File: config.mk
export PLATFORM = sky130hd
export DESIGN_NAME = water_flow_supervisor_flat
export DESIGN_NICKNAME = d
export VERILOG_FILES = /design/src/rtl/wfs_pkg.sv /design/src/rtl/water_flow_supervisor_if.sv /design/src/rtl/wfs_timeout_counter.sv /design/src/rtl/water_flow_supervisor.sv /design/src/flat_wrapper.sv
export SDC_FILE = /design/constraint.sdc
export NUM_CORES = 1
export LEC_CHECK = 0
export ABC_AREA = 1
export CORE_UTILIZATION = 47
export DETAILED_ROUTE_END_ITERATION = 10
export PLACE_DENSITY = 0.73
export SYNTH_ARGS = -nofsm -noshare
export SYNTH_HDL_FRONTEND = slang
export SYNTH_SLANG_ARGS = --single-unit
export TNS_END_PERCENT = 5
File: constraint.sdc
create_clock -name clk -period 2.7 [get_ports clk]
set_input_delay 0.675 -clock clk [delete_from_list [all_inputs] [get_ports clk]]
set_output_delay 0.675 -clock clk [all_outputs]
set_load 0.05 [all_outputs]
File: src/rtl/wfs_pkg.sv
// Shared types for the water flow supervisor: operating modes, fault codes,
// FSM states and the no-progress counter width helper.
package wfs_pkg;

    typedef enum logic [1:0] {
        MODE_IDLE  = 2'b00,
        MODE_FILL  = 2'b01,
        MODE_DRAIN = 2'b10,
        MODE_HOLD  = 2'b11
    } mode_e;

    typedef enum logic [1:0] {
        ERR_NONE      = 2'b00,
        ERR_TIMEOUT   = 2'b01,
        ERR_WRONG_DIR = 2'b10,
        ERR_LEAK      = 2'b11
    } err_e;

    typedef enum logic [1:0] {
        ST_WAIT_BASE = 2'b00,
        ST_MONITOR   = 2'b01,
        ST_FAULT     = 2'b10
    } state_e;

    // Bits needed to hold 0..limit inclusive; never less than one.
    function automatic int cnt_width(input int limit);
        int w;
        w = $clog2(limit + 1);
        return (w < 1) ? 1 : w;
    endfunction

endpackage

File: src/rtl/water_flow_supervisor_if.sv
// Sensor/mode/fault bundle between the supervisor and its environment.
// fault_count exists only when WFS_FAULT_STATS_EN is defined.
interface water_flow_supervisor_if #(
    parameter int LEVEL_W = 10
);
    logic [LEVEL_W-1:0] water_level_sensor;
    logic               sample_valid;
    logic [1:0]         mode;
    logic               err_clear;
    logic               error_flag;
    logic [1:0]         error_code;
    logic               progress;
`ifdef WFS_FAULT_STATS_EN
    logic [7:0]         fault_count;
`endif

    modport slave (
`ifdef WFS_FAULT_STATS_EN
        output fault_count,
`endif
        input  water_level_sensor, sample_valid, mode, err_clear,
        output error_flag, error_code, progress
    );

    modport master (
`ifdef WFS_FAULT_STATS_EN
        input  fault_count,
`endif
        output water_level_sensor, sample_valid, mode, err_clear,
        input  error_flag, error_code, progress
    );
endinterface

File: src/rtl/wfs_timeout_counter.sv
// Saturating no-progress counter; expired flags the increment that reaches
// TIME_LIMIT so the caller can fault on that very sample.
module wfs_timeout_counter
    import wfs_pkg::*;
#(
    parameter int TIME_LIMIT = 1000
) (
    input  logic clk,
    input  logic reset_n,
    input  logic clear,
    input  logic inc,
    output logic expired
);
    localparam int CNT_W = cnt_width(TIME_LIMIT);
    localparam logic [CNT_W-1:0] LIMIT   = CNT_W'(TIME_LIMIT);
    localparam logic [CNT_W-1:0] LAST_OK = CNT_W'(TIME_LIMIT - 1);

    logic [CNT_W-1:0] count_q;
    logic [CNT_W-1:0] count_d;

    // Next count: clear wins, otherwise count up and stick at the limit.
    always_comb begin
        count_d = count_q;
        if (clear) begin
            count_d = '0;
        end else if (inc && (count_q != LIMIT)) begin
            count_d = count_q + CNT_W'(1);
        end else begin
            count_d = count_q;
        end
    end

    // Counter register.
    always_ff @(posedge clk or negedge reset_n) begin
        if (!reset_n) begin
            count_q <= '0;
        end else begin
            count_q <= count_d;
        end
    end

    assign expired = inc && !clear && (count_q >= LAST_OK);
endmodule

File: src/rtl/water_flow_supervisor.sv
// Tank fill/drain/hold supervisor: tracks a level baseline, pulses progress,
// and latches timeout / wrong-direction / leak faults until err_clear.
// Optional fault statistics counter: define WFS_FAULT_STATS_EN.
module water_flow_supervisor
    import wfs_pkg::*;
#(
    parameter int LEVEL_W        = 10,
    parameter int THRESHOLD      = 10,
    parameter int TIME_LIMIT     = 1000,
    parameter int LEAK_THRESHOLD = 5
) (
    input  logic clk,
    input  logic reset_n,
    water_flow_supervisor_if.slave bus
);
    localparam int EXT_W = LEVEL_W + 1;
    localparam logic [LEVEL_W:0]   THR_X  = EXT_W'(THRESHOLD);
    localparam logic [LEVEL_W-1:0] LEAK_L = LEVEL_W'(LEAK_THRESHOLD);

    state_e             state_q, state_d;
    logic [LEVEL_W-1:0] baseline_q, baseline_d;
    mode_e              prev_mode_q;
    logic               error_flag_q, error_flag_d;
    err_e               error_code_q, error_code_d;
    logic               progress_q, progress_d;

    mode_e              mode_s;
    logic [LEVEL_W:0]   sensor_x_s, base_x_s;
    logic [LEVEL_W-1:0] diff_s;
    logic               mode_chg_s, wrong_s, leak_s, prog_s, timed_s;
    logic               cnt_clear_s, cnt_inc_s, cnt_expired_s;

    assign mode_s     = mode_e'(bus.mode);
    assign mode_chg_s = (mode_s != prev_mode_q);
    assign sensor_x_s = {1'b0, bus.water_level_sensor};
    assign base_x_s   = {1'b0, baseline_q};
    assign diff_s     = (bus.water_level_sensor >= baseline_q) ?
                        (bus.water_level_sensor - baseline_q) :
                        (baseline_q - bus.water_level_sensor);

    // Per-mode classification of the current sample, widened so nothing wraps.
    always_comb begin
        wrong_s = 1'b0;
        leak_s  = 1'b0;
        prog_s  = 1'b0;
        timed_s = 1'b0;
        case (mode_s)
            MODE_FILL: begin
                wrong_s = (sensor_x_s + THR_X) < base_x_s;
                prog_s  = sensor_x_s > (base_x_s + THR_X);
                timed_s = 1'b1;
            end
            MODE_DRAIN: begin
                wrong_s = sensor_x_s > (base_x_s + THR_X);
                prog_s  = (base_x_s >= THR_X) && (sensor_x_s < (base_x_s - THR_X));
                timed_s = 1'b1;
            end
            MODE_HOLD: begin
                leak_s = diff_s > LEAK_L;
            end
            default: begin
                timed_s = 1'b0;
            end
        endcase
    end

    assign cnt_inc_s = (state_q == ST_MONITOR) && bus.sample_valid && !mode_chg_s &&
                       timed_s && !wrong_s && !prog_s;

    wfs_timeout_counter #(.TIME_LIMIT(TIME_LIMIT)) u_timeout (
        .clk     (clk),
        .reset_n (reset_n),
        .clear   (cnt_clear_s),
        .inc     (cnt_inc_s),
        .expired (cnt_expired_s)
    );

    // Next-state and output decode; fault priority is wrong-dir, leak, progress, timeout.
    always_comb begin
        state_d      = state_q;
        baseline_d   = baseline_q;
        error_flag_d = error_flag_q;
        error_code_d = error_code_q;
        progress_d   = 1'b0;
        cnt_clear_s  = 1'b0;
        case (state_q)
            ST_WAIT_BASE: begin
                cnt_clear_s = 1'b1;
                if (bus.sample_valid && (mode_s != MODE_IDLE)) begin
                    baseline_d = bus.water_level_sensor;
                    state_d    = ST_MONITOR;
                end else begin
                    state_d = ST_WAIT_BASE;
                end
            end
            ST_MONITOR: begin
                if (mode_chg_s) begin
                    state_d     = ST_WAIT_BASE;
                    cnt_clear_s = 1'b1;
                end else if (!bus.sample_valid) begin
                    state_d = ST_MONITOR;
                end else if (wrong_s) begin
                    state_d      = ST_FAULT;
                    error_flag_d = 1'b1;
                    error_code_d = ERR_WRONG_DIR;
                end else if (leak_s) begin
                    state_d      = ST_FAULT;
                    error_flag_d = 1'b1;
                    error_code_d = ERR_LEAK;
                end else if (prog_s) begin
                    baseline_d  = bus.water_level_sensor;
                    cnt_clear_s = 1'b1;
                    progress_d  = 1'b1;
                end else if (cnt_expired_s) begin
                    state_d      = ST_FAULT;
                    error_flag_d = 1'b1;
                    error_code_d = ERR_TIMEOUT;
                end else begin
                    state_d = ST_MONITOR;
                end
            end
            ST_FAULT: begin
                if (bus.err_clear) begin
                    state_d      = ST_WAIT_BASE;
                    error_flag_d = 1'b0;
                    error_code_d = ERR_NONE;
                    cnt_clear_s  = 1'b1;
                end else begin
                    state_d = ST_FAULT;
                end
            end
            default: begin
                state_d     = ST_WAIT_BASE;
                cnt_clear_s = 1'b1;
            end
        endcase
    end

    // State, baseline and registered outputs.
    always_ff @(posedge clk or negedge reset_n) begin
        if (!reset_n) begin
            state_q      <= ST_WAIT_BASE;
            baseline_q   <= '0;
            prev_mode_q  <= MODE_IDLE;
            error_flag_q <= 1'b0;
            error_code_q <= ERR_NONE;
            progress_q   <= 1'b0;
        end else begin
            state_q      <= state_d;
            baseline_q   <= baseline_d;
            prev_mode_q  <= mode_s;
            error_flag_q <= error_flag_d;
            error_code_q <= error_code_d;
            progress_q   <= progress_d;
        end
    end

    assign bus.error_flag = error_flag_q;
    assign bus.error_code = error_code_q;
    assign bus.progress   = progress_q;

`ifdef WFS_FAULT_STATS_EN
    logic [7:0] fault_count_q;

    // Count each entry into FAULT, sticking at 255.
    always_ff @(posedge clk or negedge reset_n) begin
        if (!reset_n) begin
            fault_count_q <= 8'd0;
        end else if ((state_q != ST_FAULT) && (state_d == ST_FAULT) &&
                     (fault_count_q != 8'd255)) begin
            fault_count_q <= fault_count_q + 8'd1;
        end else begin
            fault_count_q <= fault_count_q;
        end
    end

    assign bus.fault_count = fault_count_q;
`endif
endmodule

File: src/flat_wrapper.sv
// flat-port wrapper written by rule: the top's interface ports become plain ports
module water_flow_supervisor_flat import wfs_pkg::*;
#(
    parameter int LEVEL_W        = 10,
    parameter int THRESHOLD      = 10,
    parameter int TIME_LIMIT     = 1000,
    parameter int LEAK_THRESHOLD = 5
)
  (clk, reset_n, bus_water_level_sensor, bus_sample_valid, bus_mode, bus_err_clear, bus_error_flag, bus_error_code, bus_progress);
  water_flow_supervisor_if #(.LEVEL_W(LEVEL_W)) bus_i ();
  input  logic clk;
  input  logic reset_n;
  input wire logic [$bits(bus_i.water_level_sensor)-1:0] bus_water_level_sensor;
  input wire logic [$bits(bus_i.sample_valid)-1:0] bus_sample_valid;
  input wire logic [$bits(bus_i.mode)-1:0] bus_mode;
  input wire logic [$bits(bus_i.err_clear)-1:0] bus_err_clear;
  output wire logic [$bits(bus_i.error_flag)-1:0] bus_error_flag;
  output wire logic [$bits(bus_i.error_code)-1:0] bus_error_code;
  output wire logic [$bits(bus_i.progress)-1:0] bus_progress;
  assign bus_i.water_level_sensor = bus_water_level_sensor;
  assign bus_i.sample_valid = bus_sample_valid;
  assign bus_i.mode = bus_mode;
  assign bus_i.err_clear = bus_err_clear;
  assign bus_error_flag = bus_i.error_flag;
  assign bus_error_code = bus_i.error_code;
  assign bus_progress = bus_i.progress;
  water_flow_supervisor #(.LEVEL_W(LEVEL_W), .THRESHOLD(THRESHOLD), .TIME_LIMIT(TIME_LIMIT), .LEAK_THRESHOLD(LEAK_THRESHOLD)) u_core (.clk(clk), .reset_n(reset_n), .bus(bus_i));
endmodule
==> metrics.txt <==
Critical Path RT 2.89 ns; Power, Total 5.375 mW; commonest non-fill, non-tap cell in the layout nand2_1; later-pin clock latency in the skew report 0.29 ns; RSZ-0062 raised after global routing yes; GP Congestion 0.9500; DRT iter0 DRCs 207; Sw Share 0.4992; die width 92.83 um; Synth-to-Final Area Change 35.40%; commonest non-fill, non-tap cells in the layout nand2_1, buf_4, inv_1; internal power 2.692 mW; Avg Vias per Cell 5.215; vias 4188; Multi-input gate area 3044 um^2; die area 8617 um^2; Synth Cell Area 3877 um^2; Mapped Cells 586; Flop pwr share 0.126; Final setup viols 25; buffer depth of the longest clock path 2; Hold WC Path Type flop to flop; ANT cells 0; maximum VDD drop 0.0007354 V; Logic pwr share 0.808; vias in the first global route 4072; failing checks negative setup slack; synth unique cells 41; Inserted Clock Buffers 3; Slew headroom 0.6674; syn nets 662; all-layer global routing usage 0.2628; crit path max fanout 20; Register Area 703.2 um^2; final number of hold-violating endpoints 0; FFs w/ async S/R, synth 1.000; initial antenna violation count 0; largest net degree at the start of global routing 29; detailed-route wire length 10880 um; CTS tree built; clk sinks 28; worst r2r dst u_core.baseline_q[5]; top cells by area, synth ha_1, dfrtp_1, nand2_1, inv_1, nand3_1; fin crit period 2.986 ns; pwr dens 1024 nW/um^2; FF+latch count, synth 28; worst path arrival time 3.17 ns; top cell type's share of synthesized area 0.1872; Worst R2R Start u_core.baseline_q[1]; DRC errors left 0; First-pass DRT Iterations 5; Slew @ Worst Pin 0.4974 ns; Max Slew Vio Count 0; worst setup margin -0.2859 ns; die height 92.83 um; CP endpoint kind flop; dominant synthesized flop cell dfrtp_1; layout cell share with drive strength beyond 1 0.2696; row count 32; Core ar. 7848 um^2; H-tree depth 1; synth warn 0; first-pass GRT wire length 18240 um; Reg2Reg Setup Slack -0.27 ns; Net Sw Power 2.683 mW; Max-cap violations 0; EDFF count, synth 0; CTS clk-pin slew, worst paths 0.11 ns; Final ANT Viol Nets 0; sequential area share after synthesis 0.1807; cell taking the most area after synthesis ha_1; Setup crit end u_core.baseline_q[5]; Port Buffers 19; crit path launch bus_water_level_sensor[1]; mean routed wirelength per cell 13.55 um; Register-to-Register Path Depth 21; leak pwr 2.758 nW; Congestion Overflow GR 0; CP startpoint kind input port; clock share of power 0.066; nets 778; Mapped Avg Cell Area 6.617 um^2; DP Worst Slack -1.085 ns; ratio of final minimum period to clock period 1.106; DP HPWL 8612 um; Clock Tree Root clkbuf_8; fmax 334.9 MHz; Filler Cells Inserted 660; I/O Pins 20; Setup Skew 0.006244 ns; status finished with violations; Starting Density 0.4941; Setup CP Type input port to flop
-- synth_stat cells, types with 4 or more instances --
cell / count
nor2_2: 4
dfrtp_1: 28
nor3_1: 9
xnor2_1: 4
nand2_2: 6
nand3_2: 5
nand4_1: 12
ha_1: 58
o21ai_0: 9
nand3_1: 44
nor2_1: 51
xor2_1: 23
o21ai_1: 10
inv_1: 89
nand2_1: 159
a21oi_1: 29
o21bai_1: 5
-- power groups by stage --
stage / clock [mW] / sequential [mW] / combinational [mW]
after CTS: 0.354 / 0.661 / 4.18
after global placement: 0 / 0.652 / 3.83
after global routing: 0.367 / 0.692 / 4.81
after detailed placement: 0 / 0.655 / 3.94
after floorplan: 0 / 0.711 / 2.41
final: 0.355 / 0.679 / 4.34
-- kinds of logic after synthesis --
kind of cell    count (synthesis)  share of synthesized area
simple gates                  300                     0.3440
buf+inv                       100                     0.1078
compound gates                 71                     0.1091
fa+ha+maj                      60                     0.1975
flops                          28                     0.1807
xor+xnor                       27                    0.06099
-- layout make-up --
type                            instances  area share
Multi-Input combinational cell        458      0.5798
Tap cell                              102     0.02431
Clock buffer                            3    0.007865
Sequential cell                        28      0.1339
Clock inverter                          1    0.005720
Timing Repair Buffer                  119      0.1814
Inverter                               92     0.06697
-- layer usage --
layer  up-vias  wire [um]  GRT usage
li1       2109          -          -
met1      1949       4872     0.3322
met2       106       5393     0.4694
met3        24        399    0.02627
met4         0        214    0.07564
met5         -          0          0
-- registers in the layout, indices dropped and copies added, names as in the netlist --
register / cells
u_core.baseline_q: 10
u_core.bus.error_code: 2
u_core.bus.error_flag: 1
u_core.bus.progress: 1
u_core.prev_mode_q: 2
u_core.state_q: 2
u_core.u_timeout.count_q: 10
-- critical path: stages --
cell             delay, ns
clkdlybuf4s15_2       0.20
buf_4                 0.15
ha_2                  0.20
nor2_4                0.10
nor2_2                0.05
nand2_1               0.09
xor2_1                0.16
inv_1                 0.06
ha_1                  0.27
nand2_1               0.04
o21bai_1              0.15
nand2_1               0.07
nand2_1               0.06
nand2_2               0.09
nand3_4               0.10
nor2_4                0.12
nand2_1               0.07
a22oi_2               0.13
o21ai_2               0.10
buf_12                0.16
nand2_1               0.05
o21ai_1               0.06
-- through the flow --
stage	hold WS, ns	instances	cell area (um^2)	TNS, ns	utilization
global route	0.5561	803	5250	-11.03	0.6690
detailed placement	0.5110	797	4886	-24.62	0.6226
floorplan	0.3794	586	3890	-1.892	-
CTS	0.5406	802	5147	-6.611	0.6559
global placement	0.4993	797	4886	-23.26	0.6226
finish	0.5368	803	5250	-6.122	0.6690
-- timing repair --
item,CTS,global route
setup buffers,1,1
setup endpoints to repair,26,26
pin swaps,7,7
gates resized for setup,57,21
hold buffers,0,0
-- how the worst min path moves through the flow --
stage	from	endpoint	cells after the start
finish	u_core.bus.error_flag	u_core.bus.error_flag	2
detailed placement	u_core.bus.error_code[0]	u_core.bus.error_code[0]	2
global route	u_core.bus.error_code[1]	u_core.bus.error_code[1]	2
floorplan	reset_n	u_core.baseline_q[0]	0
CTS	u_core.bus.error_flag	u_core.bus.error_flag	2
global placement	u_core.bus.error_code[1]	u_core.bus.error_code[1]	2
Note: power is estimated with default switching activity, not from simulation.
